File: config.mk
export PLATFORM = sky130hd
export DESIGN_NAME = mult_share_arbiter
export DESIGN_NICKNAME = d
export VERILOG_FILES = /design/src/rtl/mult_share_arbiter.sv
export SDC_FILE = /design/constraint.sdc
export NUM_CORES = 1
export LEC_CHECK = 0
export CORE_ASPECT_RATIO = 0.6
export CORE_MARGIN = 2
export CORE_UTILIZATION = 42
export CTS_BUF_LIST = sky130_fd_sc_hd__clkbuf_16
export DETAILED_ROUTE_END_ITERATION = 7
export PLACE_DENSITY = 0.78
export SKIP_CTS_REPAIR_TIMING = 1
export SYNTH_ARGS = -nofsm -noshare
export SYNTH_HDL_FRONTEND = slang
export SYNTH_SLANG_ARGS = --single-unit
File: constraint.sdc
create_clock -name sys_clk -period 1.91 [get_ports sys_clk]
set_input_delay 0.382 -clock sys_clk [delete_from_list [all_inputs] [get_ports sys_clk]]
set_output_delay 0.382 -clock sys_clk [all_outputs]
set_load 0.02 [all_outputs]
File: src/rtl/mult_share_arbiter.sv
// Round-robin share of one iterative signed multiplier; done pulses MULT_CYCLES+1 edges after accept.
// Backpressure: requests are only evaluated in IDLE and simply wait (req held) while busy.
module mult_share_arbiter #(
  parameter int NUM_REQ     = 4,
  parameter int WIDTH1      = 8,
  parameter int WIDTH2      = 8,
  parameter int MULT_CYCLES = 10,
  parameter int GAP_CYCLES  = 1,
  parameter int ID_W        = 2
) (
  input  logic                        sys_clk,
  input  logic                        sys_rst,
  input  logic [NUM_REQ-1:0]          req,
  input  logic [NUM_REQ*WIDTH1-1:0]   req_a,
  input  logic [NUM_REQ*WIDTH2-1:0]   req_b,
  output logic [NUM_REQ-1:0]          gnt,
  output logic                        done,
  output logic [WIDTH1+WIDTH2-1:0]    result,
  output logic [ID_W-1:0]             result_id,
  output logic                        busy,
  output logic                        mult_en,
  output logic [WIDTH1-1:0]           mult_a,
  output logic [WIDTH2-1:0]           mult_b,
  output logic                        mult_cin,
  input  logic [WIDTH1+WIDTH2-1:0]    mult_sum
);

  localparam int CMAX  = (MULT_CYCLES > GAP_CYCLES) ? MULT_CYCLES : GAP_CYCLES;
  localparam int CNT_W = (CMAX > 1) ? $clog2(CMAX) : 1;
  localparam logic [CNT_W-1:0] RUN_LOAD = CNT_W'(MULT_CYCLES - 1);
  localparam logic [CNT_W-1:0] GAP_LOAD = CNT_W'((GAP_CYCLES > 0) ? GAP_CYCLES - 1 : 0);

  typedef enum logic [1:0] {IDLE, RUN, CAPTURE, GAP} state_t;

  state_t                     state_q, state_d;
  logic [CNT_W-1:0]           cnt_q, cnt_d;
  logic [ID_W-1:0]            ptr_q, ptr_d;
  logic [ID_W-1:0]            win_q, win_d;
  logic [NUM_REQ-1:0]         gnt_q, gnt_d;
  logic                       done_q, done_d;
  logic [WIDTH1+WIDTH2-1:0]   result_q, result_d;
  logic [ID_W-1:0]            result_id_q, result_id_d;
  logic [WIDTH1-1:0]          mult_a_q, mult_a_d;
  logic [WIDTH2-1:0]          mult_b_q, mult_b_d;

  logic [2*NUM_REQ-1:0]       req_dbl;
  logic [NUM_REQ-1:0]         req_rot;
  logic                       found;
  logic [ID_W-1:0]            pick;
  int                         w;

  // Rotate so bit 0 is the pointer position; the lowest set bit is the circular winner.
  assign req_dbl = {req, req} >> ptr_q;
  assign req_rot = req_dbl[NUM_REQ-1:0];

  always_comb begin
    found = 1'b0;
    pick  = '0;
    w     = 0;
    for (int k = 0; k < NUM_REQ; k++) begin
      if (!found && req_rot[k]) begin
        found = 1'b1;
        w = int'(ptr_q) + k;
        if (w >= NUM_REQ) w = w - NUM_REQ;
        pick = ID_W'(w);
      end
    end
  end

  always_ff @(posedge sys_clk or posedge sys_rst) begin
    if (sys_rst) begin
      state_q     <= IDLE;
      cnt_q       <= '0;
      ptr_q       <= '0;
      win_q       <= '0;
      gnt_q       <= '0;
      done_q      <= 1'b0;
      result_q    <= '0;
      result_id_q <= '0;
      mult_a_q    <= '0;
      mult_b_q    <= '0;
    end else begin
      state_q     <= state_d;
      cnt_q       <= cnt_d;
      ptr_q       <= ptr_d;
      win_q       <= win_d;
      gnt_q       <= gnt_d;
      done_q      <= done_d;
      result_q    <= result_d;
      result_id_q <= result_id_d;
      mult_a_q    <= mult_a_d;
      mult_b_q    <= mult_b_d;
    end
  end

  always_comb begin
    state_d = state_q;
    cnt_d   = cnt_q;
    case (state_q)
      IDLE: begin
        if (found) begin
          state_d = RUN;
          cnt_d   = RUN_LOAD;
        end
      end
      RUN: begin
        if (cnt_q == '0) state_d = CAPTURE;
        else             cnt_d   = cnt_q - 1'b1;
      end
      CAPTURE: begin
        if (GAP_CYCLES > 0) begin
          state_d = GAP;
          cnt_d   = GAP_LOAD;
        end else begin
          state_d = IDLE;
        end
      end
      GAP: begin
        if (cnt_q == '0) state_d = IDLE;
        else             cnt_d   = cnt_q - 1'b1;
      end
      default: state_d = IDLE;
    endcase
  end

  always_comb begin
    ptr_d       = ptr_q;
    win_d       = win_q;
    gnt_d       = gnt_q;
    done_d      = 1'b0;
    result_d    = result_q;
    result_id_d = result_id_q;
    mult_a_d    = mult_a_q;
    mult_b_d    = mult_b_q;
    case (state_q)
      IDLE: begin
        if (found) begin
          win_d    = pick;
          gnt_d    = NUM_REQ'(1) << pick;
          mult_a_d = WIDTH1'(req_a >> (int'(pick) * WIDTH1));
          mult_b_d = WIDTH2'(req_b >> (int'(pick) * WIDTH2));
        end
      end
      CAPTURE: begin
        result_d    = mult_sum;
        result_id_d = win_q;
        done_d      = 1'b1;
        gnt_d       = '0;
        if (win_q == ID_W'(NUM_REQ - 1)) ptr_d = '0;
        else                             ptr_d = win_q + 1'b1;
      end
      default: ;
    endcase
  end

  // Enable and busy decode straight from state so an async reset drops them at once.
  always_comb begin
    busy      = (state_q != IDLE);
    mult_en   = (state_q == RUN);
    mult_cin  = 1'b0;
    gnt       = gnt_q;
    done      = done_q;
    result    = result_q;
    result_id = result_id_q;
    mult_a    = mult_a_q;
    mult_b    = mult_b_q;
  end

endmodule
==> reports/qor.yml, run 1 <==
layout:
  multi_input_area_um2: 1400
  final_cells: 497
  sequential_cell_area_um2: 1230
  diodes: 0
  nets: 506
  finish.utilization_pct: 71.8
  post_route_cells_drive_above_1_share_pct: 17.7
  layout.filler_cells: 482
  flow.area_growth_from_synthesis_pct: 61.1
placement:
  place.detailed.hpwl_mm: 6.48
  placement.io_buffers: 126
  routabilityCongestion: 0.869
  placedCellCount: 489
pwr:
  power.ir.vdd_worst_uv: 890
  total_leakage_power_nw: 1.95
  switching_share_pct: 40.7
  netSwitchingPower_mw: 2.81
  power.share.sequential_pct: 27.1
  p_comb_share_pct: 59.8
  share_clk_of_total_power_pct: 13.1
  power_per_unit_of_standard_cell_area_nw_per_um2: 1530
  power.internal_mw: 4.08
sta:
  setup_viol: 0
  rsz0062_at_grt: "no"
  hold_slack_ps: 397
  fin_skew_ps: 4.21
  fmax_mhz: 532
  final_max_slew_viol_count: 0
  final_period_minus_worst_setup_slack_ps: 1880
  finalCritPeriodShare_pct: 98.3
  hold_violations: 0
yosys:
  synth_area_um2: 2790
  yosysSeqAreaShare_pct: 44.0
  synth-edff-count: 0
  yosys_warnings: 0
  synth_fp_nets: 361
  synth.top_cells.by_area: "dfrtp_1 (44%), mux2_2 (7.7%), mux2i_1 (6.1%)"
  synth.lib_cells_used.distinct: 44
  synthArstFlopShare_pct: 100
  cell_with_the_most_instances_after_synthesis: "dfrtp_1"
  synth.largest_area_cell: "dfrtp_1"
  ys_ff_latch: 49
  yosys-top-cells-count: "dfrtp_1 (49), nand2_1 (26), mux2_2 (19)"
  postSynthCellCount: 267
  syn-mean-instance-area_um2: 10.4
  synth_top_cell_area_share_pct: 44.0
  synthFlopType: "dfrtp_1"
critical_path:
  startpoint_type: "input port"
  worstPathRequired_ps: 2070
  critical_path_buf_inv_count: 3
  r2r_setup_slack_ps: 160
  worstPathCellList: "clkdlybuf4s50_1 -> a21oi_1 -> o21a_1 -> buf_4 -> o221ai_2 -> buf_4 -> a2bb2oi_1 -> o21ai_0"
  worst_r2r_path_depth: 6
  worst_r2r_endpoint: "state_q[0]$_DFFE_PP0P_"
  cpMaxStageDelayCell: "clkdlybuf4s50_1"
  critical_path.reg2reg.startpoint: "cnt_q[0]$_DFFE_PP0P_"
  worstPathArrival_ps: 2040
  critical_path.top_delay_family: "buffers and inverters"
  crit_path_max_incr_delay_ps: 540
  worst-path-max-fanout: 3
  timing.setup.critical_path_class: "input port to register"
  crit_path_end_kind: "register"
  critical-path-top-cell-by-count: "buf_4"
routing:
  postRouteAntennaNets: 0
  topRoutingLayerUsed: "met4"
  detailedRoute.firstIterationViolations: 150
  dr_total_vias: 2768
  met2_wirelength_mm: 4.00
  drt-vias-per-instance: 5.57
  drt_wl_total_mm: 8.85
  drt-wirelength-per-cell_um: 17.8
  dr_wl_met3_um: 825
  router_iterations_before_antenna_repair: 4
  post-route-drc-count: 0
  wirelength_met1_mm: 3.87
die:
  fp.dieW_um: 109
  fp.dieArea_um2: 7320
  fp.dieH_um: 67.1
  io-pin-count: 128
  core-area_um2: 6250
  num_rows: 22
  initial_utilization_pct: 44.6
clock_network:
  cts.path.max_buffers: 2
  root_buffer: "clkbuf_16"
  clock_sink_count: 49
  tritoncts.num_buffers: 5
  tritoncts: "yes"
  clock_h_tree_levels: 2
  register_clock_pin_slew_on_the_reported_worst_setup_and_hold_paths_ps: 70
  worstSkewPairLatency_ps: 290
run_status:
  run_status: "complete, no violations"
grt:
  grt_pass1_vias: 2833
  grt_remaining_overflow: 0
  grt_use_total_pct: 25.2
  grt_start_max_net_pins: 26
  grt_first_pass_wirelength_mm: 14.1
  antenna_found_initial: 0
flow_run:
  timing.max_cap.violations: 0
min_path:
  holdCritPathClass: "input port to asynchronous set/reset pin"
layout by cell type (no fill, tap or decap), types with 5 or more instances in the layout:
master / count
a21o_1: 17
a21oi_1: 5
buf_4: 28
clkbuf_16: 5
clkdlybuf4s50_1: 122
dfrtp_1: 49
ha_1: 8
inv_1: 5
mux2_2: 19
mux2i_1: 17
nand2_1: 26
nand4_1: 16
nor2_1: 6
o211ai_1: 16
o21ai_0: 12
o31ai_1: 18
layer usage:
metal,global-route usage [%],vias to the layer above
li1,-,1286
met1,34.4,1337
met2,39.6,132
met3,6.07,13
met4,7.85,0
met5,0,-
worst register-to-register path, delay by kind of cell (launching register included):
family | cells | cell delay, ps
buffers and inverters | 1 | 90
adders and majority gates | 1 | 140
and+or+nand+nor | 1 | 500
AOI/OAI and AO/OA | 3 | 540
DFF | 1 | 420
flip-flops by register name, indices dropped and copies added (netlist names):
name and flops:
cnt_q 4, done 1, gnt 4, mult_a 8, mult_b 8, ptr_q 2
result 16, result_id 2, state_q 2, win_q 2
area by class of cell:
class	count	share of cell area (%)
tap	84	2.34
timing repair buffer	160	35.3
inverter	7	0.585
multi-input combinational	189	31.1
clock buffer	5	2.79
sequential	49	27.3
clock inverter	3	0.558
worst max path at each step:
stage                                      start              endpoint  slack (ps)  cells after the start
after global placement                    req[0]    gnt[0]$_DFFE_PP0P_        -200                      7
after detailed placement                  req[0]  cnt_q[3]$_DFFE_PP0P_        -300                      6
after global routing                      req[1]    gnt[2]$_DFFE_PP0P_           1                      8
final                                     req[1]    gnt[2]$_DFFE_PP0P_          30                      8
after CTS                 state_q[0]$_DFFE_PP0P_                  busy        -140                      4
after floorplan           state_q[0]$_DFFE_PP0P_  cnt_q[0]$_DFFE_PP0P_          90                      8
through the flow:
step / setup WS [ps] / total power, mW / TNS, ps / instance area, um2
floorplan: 87.3 / 4.17 / 0 / 2790
global placement: -203 / 5.81 / -4280 / 4320
detailed placement: -304 / 5.95 / -6210 / 4320
CTS: -136 / 6.91 / -280 / 4470
global route: 1.46 / 7.34 / 0 / 4490
finish: 31.7 / 6.89 / 0 / 4490
kinds of logic (layout without fill, tap and decap cells):
kind of cell             after synthesis  in the layout  synth area share (%)
AO/OA/AOI/OAI                         78             78                  19.9
flip-flops                            49             49                  44.0
adder cells (fa/ha/maj)                8              8                  3.59
other                                  1              1                 0.135
multiplexers                          36             36                  13.8
buffers and inverters                 29            175                  5.97
AND/OR/NAND/NOR                       66             66                  12.5
power by group through the flow:
stage / Sequential (mW) / Clock [mW] / Combinational (mW)
2_1_floorplan: 2.31 / 0 / 1.85
3_3_place_gp: 1.84 / 0 / 3.97
3_5_place_dp: 1.87 / 0 / 4.07
4_1_cts: 1.87 / 0.925 / 4.12
5_1_grt: 1.93 / 0.964 / 4.45
6_report: 1.87 / 0.901 / 4.12
(Power assumes the default switching activity.)
==> inputs of run 2 (changes only) <==
--- a/config.mk
+++ b/config.mk
@@ -5,6 +5,7 @@
 export SDC_FILE = /design/constraint.sdc
 export NUM_CORES = 1
 export LEC_CHECK = 0
+export ABC_CLOCK_PERIOD_IN_PS = 1910
 export CORE_ASPECT_RATIO = 0.6
 export CORE_MARGIN = 2
 export CORE_UTILIZATION = 42
==> results of run 2 <==
Final layout, timing and power as in run 1 (identical DEF).
==> inputs of run 3 (changes only) <==
--- a/config.mk
+++ b/config.mk
@@ -5,6 +5,7 @@
 export SDC_FILE = /design/constraint.sdc
 export NUM_CORES = 1
 export LEC_CHECK = 0
+export ABC_AREA = 0
 export ABC_CLOCK_PERIOD_IN_PS = 1910
 export CORE_ASPECT_RATIO = 0.6
 export CORE_MARGIN = 2
@@ -12,6 +13,7 @@
 export CTS_BUF_LIST = sky130_fd_sc_hd__clkbuf_16
 export DETAILED_ROUTE_END_ITERATION = 7
 export PLACE_DENSITY = 0.78
+export REMOVE_ABC_BUFFERS = 1
 export SKIP_CTS_REPAIR_TIMING = 1
 export SYNTH_ARGS = -nofsm -noshare
 export SYNTH_HDL_FRONTEND = slang
==> reports/qor.yml, run 3 (synthesis results as in run 1) <==
layout:
  finish.utilization_pct: 72.2
  post_route_cells_drive_above_1_share_pct: 18.1
  nets: 507
  most_common_cell_after_layout_fill_and_taps_aside: "clkdlybuf4s50_1"
  flow.area_growth_from_synthesis_pct: 61.9
  most-common-layout-cells: "clkdlybuf4s50_1 (123), dfrtp_1 (49), buf_4 (30)"
  diodes: 0
  layout.filler_cells: 462
  flip_flop_count_of_the_largest_register_all_copies_and_words_added: 16
critical_path:
  worstPathRequired_ps: 2100
  worst_r2r_path_depth: 6
  worst_setup_path_endpoint: "gnt[0]$_DFFE_PP0P_"
  worst-path-max-fanout: 17
  r2r_setup_slack_ps: 150
  critical_path.reg2reg.startpoint: "ptr_q[1]$_DFFE_PP0P_"
  setup.worst_path.start: "req[1]"
  worst_r2r_endpoint: "gnt[0]$_DFFE_PP0P_"
  crit_path_end_kind: "register"
  timing.setup.critical_path_class: "input port to register"
  startpoint_type: "input port"
  worstPathArrival_ps: 2030
die:
  fp.dieW_um: 109
  core-area_um2: 6250
  fp.dieArea_um2: 7320
  fp.dieH_um: 67.1
  num_rows: 22
  initial_utilization_pct: 44.6
  io-pin-count: 128
sta:
  final_period_minus_worst_setup_slack_ps: 1840
  final_max_slew_viol_count: 0
  fmax_mhz: 542
  hold_violations: 0
  finalCritPeriodShare_pct: 96.6
  rsz0062_at_grt: "no"
  fin_skew_ps: 4.61
  setup_viol: 0
pwr:
  total_leakage_power_nw: 1.95
  power_per_unit_of_standard_cell_area_nw_per_um2: 1520
  total_power_mw: 6.86
  power.ir.vdd_worst_uv: 926
grt:
  antenna_found_initial: 0
  grt_pass1_vias: 2745
  grt_start_max_net_pins: 28
  grt_remaining_overflow: 0
  grt_use_total_pct: 24.1
  grt_first_pass_wirelength_mm: 13.3
clock_network:
  cts.path.max_buffers: 2
  worstSkewPairLatency_ps: 290
  tritoncts: "yes"
  clock_h_tree_levels: 2
  root_buffer: "clkbuf_16"
  clock_sink_count: 49
  register_clock_pin_slew_on_the_reported_worst_setup_and_hold_paths_ps: 70
  tritoncts.num_buffers: 5
routing:
  drt-wirelength-per-cell_um: 16.8
  post-route-drc-count: 0
  drt_wl_total_mm: 8.39
  detailedRoute.firstIterationViolations: 122
  drt-vias-per-instance: 5.52
  postRouteAntennaNets: 0
  router_iterations_before_antenna_repair: 4
  dr_total_vias: 2750
placement:
  routabilityCongestion: 0.864
  place.detailed.hpwl_mm: 6.53
  placement.io_buffers: 126
flow_run:
  timing.max_cap.violations: 0
run_status:
  run_status: "complete, no violations"
min_path:
  holdCritPathClass: "input port to asynchronous set/reset pin"
-- run 3: worst min path at each step --
stage / from / endpoint
final: sys_rst / result[2]$_DFFE_PP0P_
after detailed placement: mult_a[7]$_DFFE_PP0P_ / mult_a[7]$_DFFE_PP0P_
after global placement: mult_a[1]$_DFFE_PP0P_ / mult_a[1]$_DFFE_PP0P_
after floorplan: win_q[1]$_DFFE_PP0P_ / win_q[1]$_DFFE_PP0P_
after CTS: sys_rst / result[15]$_DFFE_PP0P_
after global routing: sys_rst / result[2]$_DFFE_PP0P_
-- run 3: per-stage QoR --
step / instance area (um2) / hold WS [ps] / setup TNS [ps] / setup WS, ps / cells
2_1_floorplan: 2650 / 468 / -871 / -53.8 / 245
3_3_place_gp: 4340 / 478 / -3840 / -188 / 490
3_5_place_dp: 4340 / 483 / -5590 / -264 / 490
4_1_cts: 4480 / 369 / -232 / -132 / 498
5_1_grt: 4510 / 389 / 0 / 1.55 / 498
6_report: 4510 / 359 / 0 / 65.7 / 498
-- run 3: where the power goes --
| group | switching [mW] | total [mW] | leakage, nW | internal, mW |
|---|---|---|---|---|
| Combinational | 2.04 | 4.10 | 1.28 | 2.06 |
| Clock | 0.405 | 0.893 | 0.0702 | 0.488 |
| Sequential | 0.319 | 1.87 | 0.600 | 1.55 |
-- run 3: routing by layer --
layer | vias up | wire length [um] | part of all wire (%) | track usage (%)
li1 | 1282 | - | - | -
met1 | 1325 | 3590 | 43 | 31.2
met2 | 128 | 3800 | 45 | 38.0
met3 | 15 | 884 | 11 | 8.61
met4 | 0 | 121 | 1.4 | 7.37
met5 | - | 0 | 0 | 0
-- run 3: final cells by class --
type | count | area, um2 | share of cell area, %
Sequential cell | 49 | 1230 | 27.2
Clock buffer | 5 | 125 | 2.77
Timing Repair Buffer | 161 | 1590 | 35.3
Tap cell | 84 | 105 | 2.33
Inverter | 7 | 26.3 | 0.583
Multi-Input combinational cell | 189 | 1410 | 31.3
Clock inverter | 3 | 21.3 | 0.472
-- run 3: critical path, stage by stage --
cell	delay [ps]
clkdlybuf4s50_1	550
a21oi_1	70
o21a_1	200
o22ai_1	250
nand3_2	140
buf_12	170
o31ai_1	260
